`config.mk`:
```
export PLATFORM = sky130hd
export DESIGN_NAME = connection_block_cfg
export DESIGN_NICKNAME = d
export VERILOG_FILES = /design/src/rtl/connection_block_cfg.sv
export SDC_FILE = /design/constraint.sdc
export NUM_CORES = 1
export LEC_CHECK = 0
export ABC_AREA = 1
export CAP_MARGIN = 20
export CORE_UTILIZATION = 45
export CTS_BUF_LIST = sky130_fd_sc_hd__clkbuf_8
export DETAILED_ROUTE_END_ITERATION = 10
export GPL_TIMING_DRIVEN = 0
export HOLD_SLACK_MARGIN = 0.15
export PLACE_DENSITY = 0.7
export SETUP_SLACK_MARGIN = 0.4
export SLEW_MARGIN = 20
export SYNTH_ARGS = -nofsm -noshare
export SYNTH_HDL_FRONTEND = slang
export SYNTH_SLANG_ARGS = --single-unit
```
`constraint.sdc`:
```
create_clock -name clk -period 1.67 [get_ports clk]
set_input_delay 0.2505 -clock clk [delete_from_list [all_inputs] [get_ports clk]]
set_output_delay 0.2505 -clock clk [all_outputs]
set_load 0.005 [all_outputs]
```
`src/rtl/connection_block_cfg.sv`:
```
// Double-buffered connection block: scan-loaded shadow config, committed to the live routing on cfg_load.
// Optional macro CB_CFG_PARITY_EN appends an even-parity bit to the chain and checks it on every load.
module connection_block_cfg #(
    parameter int CHANNEL_ONEWAY_WIDTH = 4,
    parameter int OUTS_PER_SIDE        = 1
) (
    input  logic                            clk,
    input  logic                            rst_n,
    input  logic [CHANNEL_ONEWAY_WIDTH-1:0] tracks_0,
    input  logic [CHANNEL_ONEWAY_WIDTH-1:0] tracks_1,
    input  logic                            scan_in,
    input  logic                            scan_en,
    input  logic                            cfg_load,
    output logic                            scan_out,
    output logic [OUTS_PER_SIDE-1:0]        out_0,
    output logic [OUTS_PER_SIDE-1:0]        out_1,
    output logic                            cfg_valid,
    output logic                            cfg_err
);

    localparam int W        = CHANNEL_ONEWAY_WIDTH;
    localparam int N        = OUTS_PER_SIDE;
    localparam int SEL_W    = $clog2(2 * W);
    localparam int FIELD_W  = SEL_W + 1;
    localparam int CFG_BITS = 2 * N * FIELD_W;
`ifdef CB_CFG_PARITY_EN
    localparam int CHAIN_BITS = CFG_BITS + 1;
`else
    localparam int CHAIN_BITS = CFG_BITS;
`endif
    localparam int CNT_W    = $clog2(CHAIN_BITS + 1);

    logic [CHAIN_BITS-1:0] r_shadow;
    logic [CFG_BITS-1:0]   r_active;
    logic [CNT_W-1:0]      r_shift_cnt;
    logic                  r_cfg_valid;
    logic                  r_cfg_err;

    logic                  w_chain_full;
    logic                  w_parity_ok;
    logic                  w_load_req;
    logic                  w_load_ok;
    logic [2*W-1:0]        w_tracks;
    logic [2*N-1:0]        w_route;

    assign w_chain_full = (r_shift_cnt == CNT_W'(CHAIN_BITS));
`ifdef CB_CFG_PARITY_EN
    assign w_parity_ok  = (r_shadow[CHAIN_BITS-1] == ^r_shadow[CFG_BITS-1:0]);
`else
    assign w_parity_ok  = 1'b1;
`endif
    // A load in the same cycle as a shift is never honoured.
    assign w_load_req   = cfg_load & ~scan_en;
    assign w_load_ok    = w_load_req & w_chain_full & w_parity_ok;

    always_ff @(posedge clk or negedge rst_n) begin
        if (!rst_n) begin
            // NOTE: the shadow chain is reset along with the live config so scan_out is defined out of reset.
            r_shadow    <= '0;
            r_active    <= '0;
            r_shift_cnt <= '0;
            r_cfg_valid <= 1'b0;
            r_cfg_err   <= 1'b0;
        end else begin
            // NOTE: non-blocking assignments so every flop samples the pre-edge values of the others.
            if (scan_en) begin
                r_shadow <= {scan_in, r_shadow[CHAIN_BITS-1:1]};
                if (!w_chain_full) begin
                    r_shift_cnt <= r_shift_cnt + CNT_W'(1);
                end
            end
            if (cfg_load) begin
                if (w_load_ok) begin
                    r_active    <= r_shadow[CFG_BITS-1:0];
                    r_cfg_valid <= 1'b1;
                    r_cfg_err   <= 1'b0;
                    r_shift_cnt <= '0;
                end else begin
                    r_cfg_err <= 1'b1;
                    // Full chain but bad parity: force the whole chain to be shifted again.
                    if (w_load_req && w_chain_full) begin
                        r_shift_cnt <= '0;
                    end
                end
            end
        end
    end

    // Picks one bit of the combined channel; disabled or out-of-range selects drive 0.
    function automatic logic route_bit(input logic [FIELD_W-1:0] field,
                                       input logic [2*W-1:0]     tracks);
        logic bit_val;
        // NOTE: default first so no path through the loop leaves bit_val unassigned.
        bit_val = 1'b0;
        for (int j = 0; j < 2 * W; j++) begin
            if (field[SEL_W-1:0] == SEL_W'(j)) begin
                bit_val = tracks[j];
            end
        end
        return bit_val & field[FIELD_W-1];
    endfunction

    assign w_tracks = {tracks_1, tracks_0};

    for (genvar k = 0; k < 2 * N; k++) begin : g_route
        assign w_route[k] = route_bit(r_active[k*FIELD_W +: FIELD_W], w_tracks);
    end

    assign out_0     = w_route[N-1:0];
    assign out_1     = w_route[2*N-1:N];
    assign scan_out  = r_shadow[0];
    assign cfg_valid = r_cfg_valid;
    assign cfg_err   = r_cfg_err;

endmodule

```
==> summary.md <==
| Metric | Value |
|---|---|
| Status | `finished clean` |
| Avg Vias per Cell | `5.01` |
| Tightest Hold Check Type | `primary input to async pin` |
| CTS buffer count | `3` |
| Pin count of the biggest net entering global routing | `23` |
| YS warnings | `0` |
| CTS tree | `yes` |
| Placed inst area | `1330 sq um` |
| GR Util All Layers | `22.2%` |
| Post-Syn Instances | `137` |
| Layout Nets | `186` |
| Largest family of logic cells by synthesized area | `simple AND/OR/NAND/NOR gates` |
| F_max | `649 MHz` |
| Register area share after synthesis | `48.6%` |
| Cts hold-fix bufs | `0` |
| P_leak | `0.809 nW` |
| Skew-Pair Late Insertion Delay | `0.26 ns` |
| Setup-failing EPs final | `0` |
| Req. time, crit path | `1.42 ns` |
| DR top layer | `met4` |
| Ratio of cells with drive above 1 in the final layout | `28.2%` |
| Adder-Cell Fraction of Synth Area | `2.21%` |
| DIE WIDTH | `52.2 um` |
| Vias | `992` |
| Drc violations | `0` |
| Initial antenna violation count | `0` |
| Routed met1 length | `1060 um` |
| Die area | `2720 sq um` |
| Met3 WL | `70 um` |
| Iteration-0 DRC Markers | `15` |
| Unique masters post-synth | `23` |
| Slew HR | `35.0%` |
| Final ANT Viol Nets | `0` |
| XOR/XNOR Fraction of Synth Area | `2.32%` |
| Mean Syn Cell Area | `8.27 sq um` |
| Max-cap violations | `0` |
| RSZ-0062 raised after global routing | `true` |
| WL met2 | `1540 um` |
| CTS max path bufs | `2` |
| Ant diodes | `0` |
| CTS sink cnt | `22` |
| Cell Area, Synth | `1130 sq um` |
| Nature of the critical path startpoint | `primary input` |
| DRT Wirelength | `2760 um` |
| Total gr overflow | `0` |
| Max-slew violation count | `0` |
| Crit share post-route | `92.2%` |
| CP max FO | `2` |
| Post-synthesis compound-gate area fraction | `9.93%` |
| TNS Setup | `0 ns` |
| Peak VDD IR | `0.000841 V` |
| Slowest CP cell | `clkdlybuf4s50_1` |
| R2r setup slk | `0.39 ns` |
| Row cnt | `17` |
| Post-DP HPWL | `1670 um` |
| CP bufs+invs | `3` |
| First-pass GRT wire length | `4240 um` |
| Worst-Margin Slew | `0.973 ns` |
| Critical Path AT | `1.29 ns` |
| Fin Clk Skew | `0.000887 ns` |
| Area delta synth->final | `39.2%` |
| WS Path Type | `primary input to primary output` |
| Pwr Density | `1460 nW/um^2` |
| Port Buf Inserts | `16` |
| 1st-pass router iterations | `4` |
| Mux cell area share after synthesis | `0%` |
| Async set-or-reset flop fraction in the synthesized netlist | `100%` |
| Clk root buf | `clkbuf_8` |
| Largest stage delay, worst path | `0.47 ns` |
| RePlAce Congestion | `0.663` |
| Post-Syn Nets | `152` |
| I/O pin count | `18` |
| Clock slew at reported path FFs | `0.08 ns` |
| Core Region | `2300 sq um` |
| Synth Flop Type | `dfrtp_1` |
| Register bit total from synthesis | `22` |
| Post-DR wirelength/cell | `13.9 um` |
| Die H | `52.2 um` |
| H-tree levels | `1` |
| CP endpoint kind | `primary output` |
| Crit path cell chain | `clkdlybuf4s50_1 > inv_2 > nand2_1 > nand3_1 > nand3_1 > nand2_1 > nor2_1 > buf_2` |
| Final hold vios | `0` |
| Simple-Gate Fraction of Synth Area | `25.9%` |
| Starting Density | `49.3%` |
| Min cycle time layout | `1.54 ns` |
| Fin area | `1580 sq um` |
| Crit path max-delay family | `buffers and inverters` |
| EDFF count, synth | `0` |
| Vias in the first global route | `1001` |
==> cell families (layout without fill, tap and decap cells) <==
kind of cell	count (synthesis)	count (layout)
compound gates	20	20
simple gates	64	64
buf+inv	26	59
flops	22	22
fa+ha+maj	2	2
xor+xnor	3	3
==> layout make-up <==
| class | instances | area (sq um) |
|---|---|---|
| Fill cell | 178 | 719 |
| Tap cell | 28 | 35.0 |
| Buffer | 3 | 31.3 |
| Multi-Input combinational cell | 89 | 509 |
| Sequential cell | 22 | 552 |
| Timing Repair Buffer | 29 | 292 |
| Inverter | 23 | 104 |
| Clock buffer | 4 | 55.1 |
==> Yosys cell counts, types with 2 or more instances <==
library cell  count  area share [%]
inv_1            21             7.0
nand3_1           9             4.0
o21ai_1           2            0.88
dfrtp_1          22              49
a21oi_1           2            0.88
nand2_1          37              12
xor2_1            3             2.3
nor2_1           13             4.3
ha_1              2             2.2
o21ai_0          13             5.7
==> power by group <==
group,leakage (nW),internal [mW],switching (mW),total (mW)
logic,0.520,0.511,0.512,1.02
clock network,0.0288,0.210,0.168,0.378
registers,0.260,0.721,0.175,0.896
==> layout by cell type, fill, tap and decap left out, drive strengths merged <==
master | Yosys | layout
a211oi | 1 | 1
a21oi | 2 | 2
buf | 3 | 18
clkbuf | 0 | 4
clkdlybuf4s50 | 0 | 8
dfrtp | 22 | 22
dlygate4sd2 | 0 | 5
dlymetal6s2s | 0 | 1
ha | 2 | 2
inv | 23 | 23
nand2 | 39 | 39
nand3 | 10 | 10
nor2 | 14 | 14
o21ai | 16 | 16
o22ai | 1 | 1
or2 | 1 | 1
xor2 | 3 | 3
==> per-layer routing <==
metal  GRT usage [%]  up-vias
li1                -      487
met1            21.6      469
met2            44.7       27
met3            2.03        9
met4            12.3        0
met5               0        -
==> registers in the layout (all words and copies together) (netlist names) <==
register	count
r_shift_cnt	4
r_shadow	8
r_active	8
cfg_err	1
cfg_valid	1
==> path summary, 6_finish.rpt <==
check / startpoint / to / cells after the start
setup / recovery: tracks_1[0] / out_1 / 8
hold / removal: rst_n / cfg_err$_DFFE_PN0P_ / 1
setup reg to reg: r_shift_cnt[1]$_DFF_PN0_ / r_active[4]$_DFFE_PN0P_ / 7
hold reg to reg: cfg_valid$_DFFE_PN0P_ / cfg_valid$_DFFE_PN0P_ / 1
max in group asynchronous: rst_n / r_active[5]$_DFFE_PN0P_ / 1
min in group clk: scan_en / r_shadow[5]$_DFFE_PN0P_ / 2
==> timing repair <==
action,4_1_cts,5_1_grt
gates cloned,1,0
pin swaps,9,5
hold endpoints to repair,0,0
resized for setup,25,25
endpoints found under the setup margin,17,35
setup buffers,10,2
==> stage by stage <==
step | std cells | hold WS [ns] | power (mW) | util, % | setup WS, ns
final | 198 | 0.136 | 2.30 | 68.7 | 0.130
after global routing | 198 | 0.211 | 2.45 | 68.7 | 0.0725
after CTS | 196 | 0.241 | 2.13 | 65.4 | 0.174
after detailed placement | 181 | 0.462 | 1.61 | 57.8 | -0.203
after global placement | 181 | 0.454 | 1.55 | 57.8 | -0.175
after floorplan | 137 | -0.0451 | 1.35 | - | 0.457
(Power assumes the default switching activity.)
